File: src/rtl/ldm_stm_seq.sv
// LDM/STM block-transfer sequencer: walks a 16-bit register list lowest-first,
// issues ascending word beats over req/ack, then optionally writes back the base.
// Optional abort input/aborted flag: define LDM_STM_ABORT_EN.
module ldm_stm_seq #(
    parameter int AW = 32
) (
    input  logic          clk,
    input  logic          reset_n,
    input  logic          start,
    input  logic          load,
    input  logic          pre,
    input  logic          up,
    input  logic          wb,
    input  logic [3:0]    rn,
    input  logic [AW-1:0] base,
    input  logic [15:0]   reglist,
    input  logic [AW-1:0] rd2,
    input  logic          mem_ack,
    input  logic [AW-1:0] mem_rdata,
`ifdef LDM_STM_ABORT_EN
    input  logic          abort,
    output logic          aborted,
`endif
    output logic [3:0]    ra2,
    output logic          we3,
    output logic [3:0]    wa3,
    output logic [AW-1:0] wd3,
    output logic          pc_we,
    output logic [AW-1:0] pc_wd,
    output logic          mem_req,
    output logic          mem_we,
    output logic [AW-1:0] mem_addr,
    output logic [AW-1:0] mem_wdata,
    output logic          busy,
    output logic          done
);

    typedef enum logic [1:0] {
        S_IDLE = 2'd0,
        S_XFER = 2'd1,
        S_WB   = 2'd2,
        S_DONE = 2'd3
    } state_t;

    localparam logic [AW-1:0] FOUR = AW'(4);

    function automatic logic [4:0] popcount16(input logic [15:0] m);
        logic [4:0] c;
        c = '0;
        for (int i = 0; i < 16; i++) begin
            c = c + {4'b0, m[i]};
        end
        return c;
    endfunction

    function automatic logic [3:0] lowest_idx(input logic [15:0] m);
        logic [3:0] idx;
        idx = '0;
        for (int i = 15; i >= 0; i--) begin
            if (m[i]) idx = i[3:0];
        end
        return idx;
    endfunction

    state_t        state_q, state_d;
    logic          load_q, load_d;
    logic [3:0]    rn_q, rn_d;
    logic [15:0]   mask_q, mask_d;
    logic          wbgo_q, wbgo_d;
    logic          aborted_q, aborted_d;
    logic [AW-1:0] addr_q, addr_d;
    logic [AW-1:0] fbase_q, fbase_d;

    logic [4:0]    cnt;
    logic [AW-1:0] off;
    logic [AW-1:0] start_addr;
    logic [AW-1:0] final_base;
    logic [3:0]    cur;
    logic [15:0]   mask_nxt;
    logic          beat_ok;

    // Start-address and final-base arithmetic for the four addressing modes
    always_comb begin
        cnt       = popcount16(reglist);
        off       = '0;
        off[6:0]  = {cnt, 2'b00};
        case ({pre, up})
            2'b01:   start_addr = base;
            2'b11:   start_addr = base + FOUR;
            2'b00:   start_addr = base - off + FOUR;
            default: start_addr = base - off;
        endcase
        final_base = up ? (base + off) : (base - off);
    end

    assign cur      = lowest_idx(mask_q);
    assign mask_nxt = mask_q & ~(16'h0001 << cur);

    always_comb begin
        state_d   = state_q;
        load_d    = load_q;
        rn_d      = rn_q;
        mask_d    = mask_q;
        wbgo_d    = wbgo_q;
        aborted_d = aborted_q;
        addr_d    = addr_q;
        fbase_d   = fbase_q;
        beat_ok   = 1'b1;

        ra2       = '0;
        we3       = 1'b0;
        wa3       = '0;
        wd3       = '0;
        pc_we     = 1'b0;
        pc_wd     = '0;
        mem_req   = 1'b0;
        mem_we    = 1'b0;
        mem_addr  = '0;
        mem_wdata = '0;
        busy      = 1'b0;
        done      = 1'b0;

        case (state_q)
            S_IDLE: begin
                if (start) begin
                    load_d    = load;
                    rn_d      = rn;
                    mask_d    = reglist;
                    addr_d    = start_addr;
                    fbase_d   = final_base;
                    wbgo_d    = wb & ~(load & reglist[rn]);
                    aborted_d = 1'b0;
                    state_d   = (reglist == 16'h0000) ? S_DONE : S_XFER;
                end
            end
            S_XFER: begin
                busy     = 1'b1;
                mem_req  = 1'b1;
                mem_we   = ~load_q;
                mem_addr = addr_q;
                if (!load_q) begin
                    ra2       = cur;
                    mem_wdata = rd2;
                end
`ifdef LDM_STM_ABORT_EN
                beat_ok = ~abort;
`endif
                if (mem_ack) begin
                    // Load data goes straight to the register file in the ack cycle
                    if (load_q && beat_ok) begin
                        if (cur != 4'd15) begin
                            we3 = 1'b1;
                            wa3 = cur;
                            wd3 = mem_rdata;
                        end else begin
                            pc_we = 1'b1;
                            pc_wd = mem_rdata & ~FOUR + FOUR - AW'(1) & ~AW'(3);
                        end
                    end
                    mask_d = mask_nxt;
                    addr_d = addr_q + FOUR;
                    if (!beat_ok) begin
                        aborted_d = 1'b1;
                        state_d   = S_DONE;
                    end else if (mask_nxt == 16'h0000) begin
                        state_d = wbgo_q ? S_WB : S_DONE;
                    end
                end
            end
            S_WB: begin
                busy = 1'b1;
                if (rn_q == 4'd15) begin
                    pc_we = 1'b1;
                    pc_wd = fbase_q;
                end else begin
                    we3 = 1'b1;
                    wa3 = rn_q;
                    wd3 = fbase_q;
                end
                state_d = S_DONE;
            end
            S_DONE: begin
                busy    = 1'b1;
                done    = 1'b1;
                state_d = S_IDLE;
            end
            default: state_d = S_IDLE;
        endcase
    end

`ifdef LDM_STM_ABORT_EN
    assign aborted = aborted_q;
`endif

    always_ff @(posedge clk or negedge reset_n) begin
        if (!reset_n) begin
            state_q   <= S_IDLE;
            load_q    <= 1'b0;
            rn_q      <= '0;
            mask_q    <= '0;
            wbgo_q    <= 1'b0;
            aborted_q <= 1'b0;
        end else begin
            state_q   <= state_d;
            load_q    <= load_d;
            rn_q      <= rn_d;
            mask_q    <= mask_d;
            wbgo_q    <= wbgo_d;
            aborted_q <= aborted_d;
        end
    end

    // Address datapath needs no reset: it is only observed outside IDLE
    always_ff @(posedge clk) begin
        addr_q  <= addr_d;
        fbase_q <= fbase_d;
    end

endmodule

File: config.mk
export PLATFORM = sky130hd
export DESIGN_NAME = ldm_stm_seq
export DESIGN_NICKNAME = d
export VERILOG_FILES = /design/src/rtl/ldm_stm_seq.sv
export SDC_FILE = /design/constraint.sdc
export NUM_CORES = 1
export LEC_CHECK = 0
export BUFFER_PORTS_ARGS = -buffer_cell sky130_fd_sc_hd__buf_2
export CAP_MARGIN = 10
export CORE_MARGIN = 2
export CORE_UTILIZATION = 50
export CTS_BUF_LIST = sky130_fd_sc_hd__clkbuf_2 sky130_fd_sc_hd__clkbuf_4 sky130_fd_sc_hd__clkbuf_8
export DETAILED_ROUTE_END_ITERATION = 8
export HOLD_SLACK_MARGIN = 0.15
export PLACE_DENSITY = 0.91
export SLEW_MARGIN = 20
export SYNTH_ARGS = -nofsm -noshare
export SYNTH_HDL_FRONTEND = slang
export SYNTH_SLANG_ARGS = --single-unit
File: constraint.sdc
create_clock -name clk -period 3.1 [get_ports clk]
set_input_delay 0.465 -clock clk [delete_from_list [all_inputs] [get_ports clk]]
set_output_delay 0.465 -clock clk [all_outputs]
set_load 0.05 [all_outputs]
==> qor.csv, run 1 <==
stage,metric,value,unit
run_status,outcome,"finished, violations left",
run_status,failing checks,negative setup slack,
critical_path,critical path's most frequent cell,fa_1,
clock_network,H-tree levels,3,
logic_synthesis,Synth top area share,0.1952,
critical_path,crit path cell chain,buf_8 -> inv_4 -> fa_1 -> fa_1 -> fa_1 -> fa_1 -> inv_2 -> ha_4 -> fa_2 -> xor2_1 -> ha_1 -> nor2b_4 -> a2111oi_4 -> buf_6 -> buf_6 -> or3_4 -> xnor2_1 -> o31ai_2 -> buf_4 -> nand2_1 -> or4_1 -> a31oi_2 -> a221oi_2,
final_layout,post-layout instance area,15120,sq um
pwr,Power Density,960.5,nW/um^2
die,die area,20830,sq um
logic_synthesis,register bit total from synthesis,88,
critical_path,CP arrival,6.33,ns
die,IO Count,266,
logic_synthesis,Synth cell types,81,
timing,Max transition margin,0.3545,
routing,routed len/inst,23.32,um
routing,Starting DRT DRC Count,1466,
critical_path,CP max FO,7,
grt,vias in the first global route,12101,
timing,Final setup viols,124,
critical_path,Critical Path Max Stage Delay,0.59,ns
final_layout,fin util,0.7796,
routing,drt total wl,45850,um
pwr,Max rail drop VDD,0.0007278,V
die,Initial Util,0.5074,
routing,Via density,6.513,
timing,Final Slew Violations,0,
place,Port Buffers,265,
critical_path,"Req. time, crit path",3.21,ns
logic_synthesis,Synth Instances,1217,
place,dpl cell area,13340,sq um
timing,FMAX,160.9,MHz
final_layout,Syn-to-layout area delta,53.64,%
timing,Slew @ Worst Pin,0.9647,ns
grt,initial antenna violation count,8,
clock_network,Worst-Skew Late Latency,0.40,ns
logic_synthesis,mean post-synth cell area,8.088,sq um
clock_network,clk buf depth,2,
critical_path,CP Class,input pin to flop,
die,CORE AREA,19400,sq um
logic_synthesis,"EDFF count, synth",64,
final_layout,Register Area,2530,sq um
timing,Final Hold Viols,0,
clock_network,Worst-path clk slew,0.11,ns
grt,GR Util All Layers,0.4170,
routing,Vias,12804,
pwr,LEAKAGE,6.527,nW
routing,DR pass1 iterations,6,
clock_network,clk sinks,88,
timing,final hold slack,0.2588,ns
logic_synthesis,"area leader, netlist",edfxtp_1,
logic_synthesis,synth warn,0,
critical_path,slowest CP cell,fa_1,
logic_synthesis,mapped cell area,9843,sq um
timing,Final Cycle Share,2.005,
place,HPWL after detailed placement,32450,um
die,num rows,51,
clock_network,Root Driver,clkbuf_8,
logic_synthesis,"top cells by area, synth","edfxtp_1 (20%), a22o_1 (6.6%), dfrtp_1 (6.1%)",
flow_run,MaxCap Viol Count,0,
final_layout,FILL cells,1272,
final_layout,# nets final,1852,
clock_network,CTS tree,built,
grt,global-route wire length before repair,66480,um
place,Final Wtd Congestion,1.020,
logic_synthesis,ys flop type,edfxtp_1,
timing,unrepaired setup endpoints after global routing,true,
logic_synthesis,"Seq/Total Area, Yosys",0.2563,
worst_hold_path,type of the most critical hold path,input pin to flop,
routing,DRT antenna net count,0,
clock_network,number of buffers created by CTS,9,
die,die outline height,144.3,um
logic_synthesis,"Net Count, Synth",1380,
critical_path,crit start category,input pin,
routing,DR DRC count,0,
grt,grt total ovfl,0,
critical_path,Crit. End Element,flop,
grt,largest net degree at the start of global routing,98,
final_layout,multi-input logic area,7840,sq um
timing,PnR worst setup slack,-3.116,ns
timing,skew final,0.01592,ns
timing,Tmin final,6.216,ns
timing,setup TNS,-149.33,ns
die,chip width,144.3,um
final_layout,fraction of layout cells with a size suffix above 1,0.4528,
logic_synthesis,fraction of registers with async set or reset after synthesis,0.2727,
-- sequential cells by signal, summed over array words and instances (netlist names) --
| register | flops |
|---|---|
| addr_q | 32 |
| fbase_q | 32 |
| load_q | 1 |
| mask_q | 16 |
| rn_q | 4 |
| state_q | 2 |
| wbgo_q | 1 |
-- routing by layer --
| layer | up-vias | wire [um] | track usage | part of all wire |
|---|---|---|---|---|
| met5 | - | 12 | 0 | 0.00026 |
| met2 | 1114 | 20750 | 0.6682 | 0.45 |
| met1 | 5921 | 15460 | 0.4709 | 0.34 |
| li1 | 5430 | - | - | - |
| met3 | 337 | 5285 | 0.1228 | 0.12 |
| met4 | 2 | 4350 | 0.3091 | 0.095 |
-- Yosys cell counts (6+ instances only) --
cell	instances
o21ai_1	10
and3_1	17
ha_1	27
xnor2_1	50
nor2b_1	12
nor3_1	24
nand2_1	117
clkbuf_1	64
o31ai_1	8
o211ai_1	7
or2_2	9
edfxtp_1	64
a21o_1	20
o21ai_0	38
fa_1	12
o221ai_1	6
nor4_1	24
a221oi_1	7
buf_2	10
dfrtp_1	24
o22ai_1	14
nand3_1	37
or3_1	19
mux2_2	6
nand2b_1	11
a22o_1	74
nand4_1	26
mux2i_1	8
and4_1	6
and2_1	78
a211oi_1	16
a31oi_1	11
buf_1	8
xor2_1	56
nor2_1	80
nor3b_1	8
inv_1	59
a21oi_1	66
-- cell type report --
class / count / share of cell area
multi-input cells: 987 / 0.5184
repair buffers: 544 / 0.2620
flip-flops and latches: 88 / 0.1673
well taps: 265 / 0.02192
inverters: 59 / 0.01572
clock buffers: 9 / 0.008191
clock inverters: 7 / 0.005295
diodes: 7 / 0.001158
-- logic make-up after synthesis --
kind of cell | count (synthesis) | synth area share
and+or+nand+nor | 487 | 0.2605
AOI/OAI and AO/OA | 336 | 0.2476
buffers and inverters | 142 | 0.05618
xor gates and xnor gates | 106 | 0.09432
DFF | 88 | 0.2563
adders and majority gates | 39 | 0.05873
muxes | 19 | 0.02644
-- power by group --
group	leakage, nW	total (mW)	internal (mW)	switching (mW)
Sequential	0.891	2.57	1.99	0.581
Clock	0.107	0.896	0.382	0.513
Combinational	5.53	11.1	4.38	6.67
-- metrics by stage --
step	power [mW]	cells	setup WS, ns
floorplan	8.375	1217	-2.968
global placement	11.39	1908	-3.461
detailed placement	11.63	1908	-3.606
CTS	13.54	1948	-2.898
global route	15.15	1963	-3.226
finish	14.53	1966	-3.116
-- layout by cell type (no fill, tap or decap), drive strengths merged, types with 7 or more instances in the layout --
master and count:
nor2b 13, nand2b 11, and2 79, buf 540, o22ai 15, a21o 20
o21ai 48, dfrtp 24, nand4 26, xor2 56, clkbuf 12, fa 12
a221oi 9, ha 27, and3 17, a22o 74, o211ai 7, nor3 26
a211oi 17, nor4 27, nand3 37, nand2 117, edfxtp 64, a31oi 11
or3 19, inv 60, diode 7, or2 11, o31ai 9, xnor2 50
a21oi 66, nor3b 8, nor2 80, mux2i 8
-- critical path: cells and delay by family --
family / cells / cell delay (ns)
AOI/OAI and AO/OA: 4 / 0.67
and+or+nand+nor: 4 / 1.18
adders and majority gates: 7 / 3.01
xor gates and xnor gates: 2 / 0.35
buffers and inverters: 6 / 0.65
-- what timing repair did --
item / in CTS / in global routing
buffers inserted: 26 / 12
hold buffers: 1 / 0
endpoints found under the hold margin: 24 / 0
endpoints found under the setup margin: 129 / 133
resized for setup: 219 / 93
pin swaps: 55 / 73
-- final timing paths --
path | start | end | slack [ns] | depth (start not counted)
max | reglist[5] | addr_q[24] | -3.12 | 23
min | base[1] | fbase_q[1] | 0.26 | 1
max reg2reg | mask_q[3] | state_q[1] | 0.13 | 9
min reg2reg | rn_q[1] | rn_q[1] | 0.56 | 1
max in group asynchronous | reset_n | mask_q[10] | 2.08 | 2
min in group asynchronous | reset_n | rn_q[3] | 0.59 | 2
Note: power is estimated with default switching activity, not from simulation.
==> run 2: changes to the inputs <==
--- a/config.mk
+++ b/config.mk
@@ -8,11 +8,12 @@
 export BUFFER_PORTS_ARGS = -buffer_cell sky130_fd_sc_hd__buf_2
 export CAP_MARGIN = 10
 export CORE_MARGIN = 2
-export CORE_UTILIZATION = 50
+export CORE_UTILIZATION = 45
 export CTS_BUF_LIST = sky130_fd_sc_hd__clkbuf_2 sky130_fd_sc_hd__clkbuf_4 sky130_fd_sc_hd__clkbuf_8
 export DETAILED_ROUTE_END_ITERATION = 8
 export HOLD_SLACK_MARGIN = 0.15
-export PLACE_DENSITY = 0.91
+export PLACE_DENSITY = 0.84
+export RECOVER_POWER = 100
 export SLEW_MARGIN = 20
 export SYNTH_ARGS = -nofsm -noshare
 export SYNTH_HDL_FRONTEND = slang
==> run 2 against run 1 <==
Effect of this change:
- the flow still finishes with violations (negative setup slack)
- core utilization decreased by 2.6 points
- design area increased by 7.8%
- critical path depth decreased by 2
- clock skew about the same
- largest cell class unchanged
- global-route usage decreased by 4.4 points
- sequential share of layout area decreased by 1.2 points
- sequential cell count unchanged
- die area increased by 11%
- via count decreased by 0.41%
- wire length increased by 3.0%
==> qor.csv, run 2 (synthesis results as in run 1) <==
stage,metric,value,unit
final_layout,largest registers,"addr_q (32), fbase_q (32), mask_q (16)",
pwr,Internal Pwr Total,7.313,mW
grt,largest net degree at the start of global routing,87,
pwr,switch share,0.5231,
final_layout,most frequent cells in the layout,"buf_4 (254), buf_2 (154), buf_6 (120), nand2_1 (100), a22o_1 (68)",
die,num rows,54,
die,die outline height,151.9,um
die,IO Count,266,
routing,Via density,6.294,
timing,FMAX,162.1,MHz
final_layout,Non-Filler Instances,2026,
clock_network,Root Driver,clkbuf_8,
clock_network,Worst-path clk slew,0.11,ns
die,die area,23070,sq um
final_layout,"most common cell after layout, fill and taps aside",buf_4,
clock_network,clk sinks,88,
critical_path,CP Class,input pin to flop,
grt,vias in the first global route,12142,
final_layout,fraction of layout cells with a size suffix above 1,0.4917,
critical_path,crit start category,input pin,
critical_path,CP max FO,8,
timing,Final Cycle Share,1.990,
routing,top routing layer in use,met5,
grt,GR Util All Layers,0.3735,
routing,routed len/inst,23.32,um
pwr,total power,15.33,mW
place,Final Wtd Congestion,1.017,
final_layout,fin util,0.7539,
place,Port Buffers,265,
routing,DR DRC count,0,
routing,drt total wl,47240,um
pwr,LEAKAGE,6.943,nW
clock_network,H-tree levels,3,
clock_network,clk buf depth,2,
routing,DRT antenna net count,0,
timing,Max transition margin,0.08530,
final_layout,# nets final,1899,
grt,global-route wire length before repair,68430,um
routing,routed length on met2,22900,um
die,Initial Util,0.4553,
clock_network,number of buffers created by CTS,9,
final_layout,Syn-to-layout area delta,65.60,%
place,placed cell count,1933,
timing,PnR worst setup slack,-3.068,ns
timing,Tmin final,6.168,ns
pwr,combinational share of power,0.770,
routing,M1 wire length,16520,um
timing,Final setup viols,143,
flow_run,MaxCap Viol Count,0,
critical_path,Crit. End Element,flop,
routing,Vias,12752,
pwr,switching power,8.020,mW
die,chip width,151.9,um
pwr,register share of total power,0.169,
routing,WL met3,4038,um
timing,Final Hold Viols,0,
clock_network,Worst-Skew Late Latency,0.40,ns
clock_network,CTS tree,built,
pwr,clock network power share,0.061,
critical_path,CP arrival,6.30,ns
timing,Slew @ Worst Pin,1.372,ns
timing,skew final,0.01569,ns
grt,initial antenna violation count,6,
die,CORE AREA,21620,sq um
routing,DR pass1 iterations,6,
worst_hold_path,type of the most critical hold path,input pin to flop,
routing,Starting DRT DRC Count,1313,
place,HPWL after detailed placement,33300,um
run_status,failing checks,negative setup slack,
pwr,Power Density,940.6,nW/um^2
critical_path,"Req. time, crit path",3.23,ns
timing,Final Slew Violations,0,
grt,grt total ovfl,0,
run_status,outcome,"finished, violations left",
timing,unrepaired setup endpoints after global routing,true,
pwr,Max rail drop VDD,0.0007459,V
==> run 2: final timing paths <==
path,from,endpoint,slack (ns),cells after the start
worst max-delay path,reglist[3],addr_q[24],-3.07,21
worst min-delay path,base[1],fbase_q[1],0.26,1
worst max register to register,state_q[1],mask_q[15],0.07,9
worst min register to register,wbgo_q,wbgo_q,0.57,2
max in group asynchronous,reset_n,mask_q[14],1.30,2
min in group asynchronous,reset_n,state_q[0],0.89,2
==> run 2: what timing repair did <==
| action | CTS | global route |
|---|---|---|
| gates resized for setup | 321 | 150 |
| pin swaps | 117 | 105 |
| gates cloned | 5 | 0 |
| setup endpoints to repair | 129 | 140 |
| endpoints found under the hold margin | 24 | 0 |
| setup buffers | 50 | 41 |
| hold buffers | 1 | 0 |
==> run 2: layer usage <==
layer  GRT usage  up-vias
met5           0        -
met4      0.2377        2
met3     0.07045      266
met2      0.6351      944
met1      0.4329     6028
li1            -     5512
==> run 2: power by group through the flow <==
stage               sequential (mW)  combinational, mW  clock [mW]
global route                   2.64               12.4       0.961
floorplan                      2.34               6.04           0
global placement               2.51               8.99           0
finish                         2.59               11.8       0.931
detailed placement             2.52               9.18           0
CTS                            2.55               10.6       0.918
==> run 2: cell type report <==
| type | instances | area [sq um] |
|---|---|---|
| inverters | 59 | 242.7 |
| repair buffers | 591 | 4611 |
| clock buffers | 11 | 145.1 |
| flip-flops and latches | 88 | 2527 |
| fillers | 1469 | 5320 |
| diodes | 5 | 12.51 |
| multi-input cells | 987 | 8351 |
| well taps | 280 | 350.3 |
| clock inverters | 5 | 61.31 |
==> run 2: worst max-delay path, cell delays in order <==
cell and delay (ns):
buf_8 0.08, inv_4 0.03, fa_1 0.49, fa_1 0.54, fa_2 0.45, fa_1 0.55, inv_2 0.06, ha_4 0.17
fa_2 0.60, ha_4 0.22, or2_4 0.26, a2111oi_4 0.58, buf_4 0.25, or4_4 0.16, xor2_4 0.08, a211oi_4 0.27
buf_4 0.19, nand2_1 0.07, or4_4 0.50, a31oi_4 0.21, a221oi_2 0.05
==> run 2: per-stage QoR <==
step           cell area, sq um  hold slack, ns  TNS [ns]  setup slack [ns]
3_5_place_dp              13460          0.4859   -169.36            -3.563
2_1_floorplan             10150          0.1694   -127.26            -2.968
3_3_place_gp              13460          0.4828   -164.93            -3.420
6_report                  16300          0.2642   -151.53            -3.068
4_1_cts                   15480          0.2464   -137.95            -3.008
5_1_grt                   16300          0.2714   -166.53            -3.262
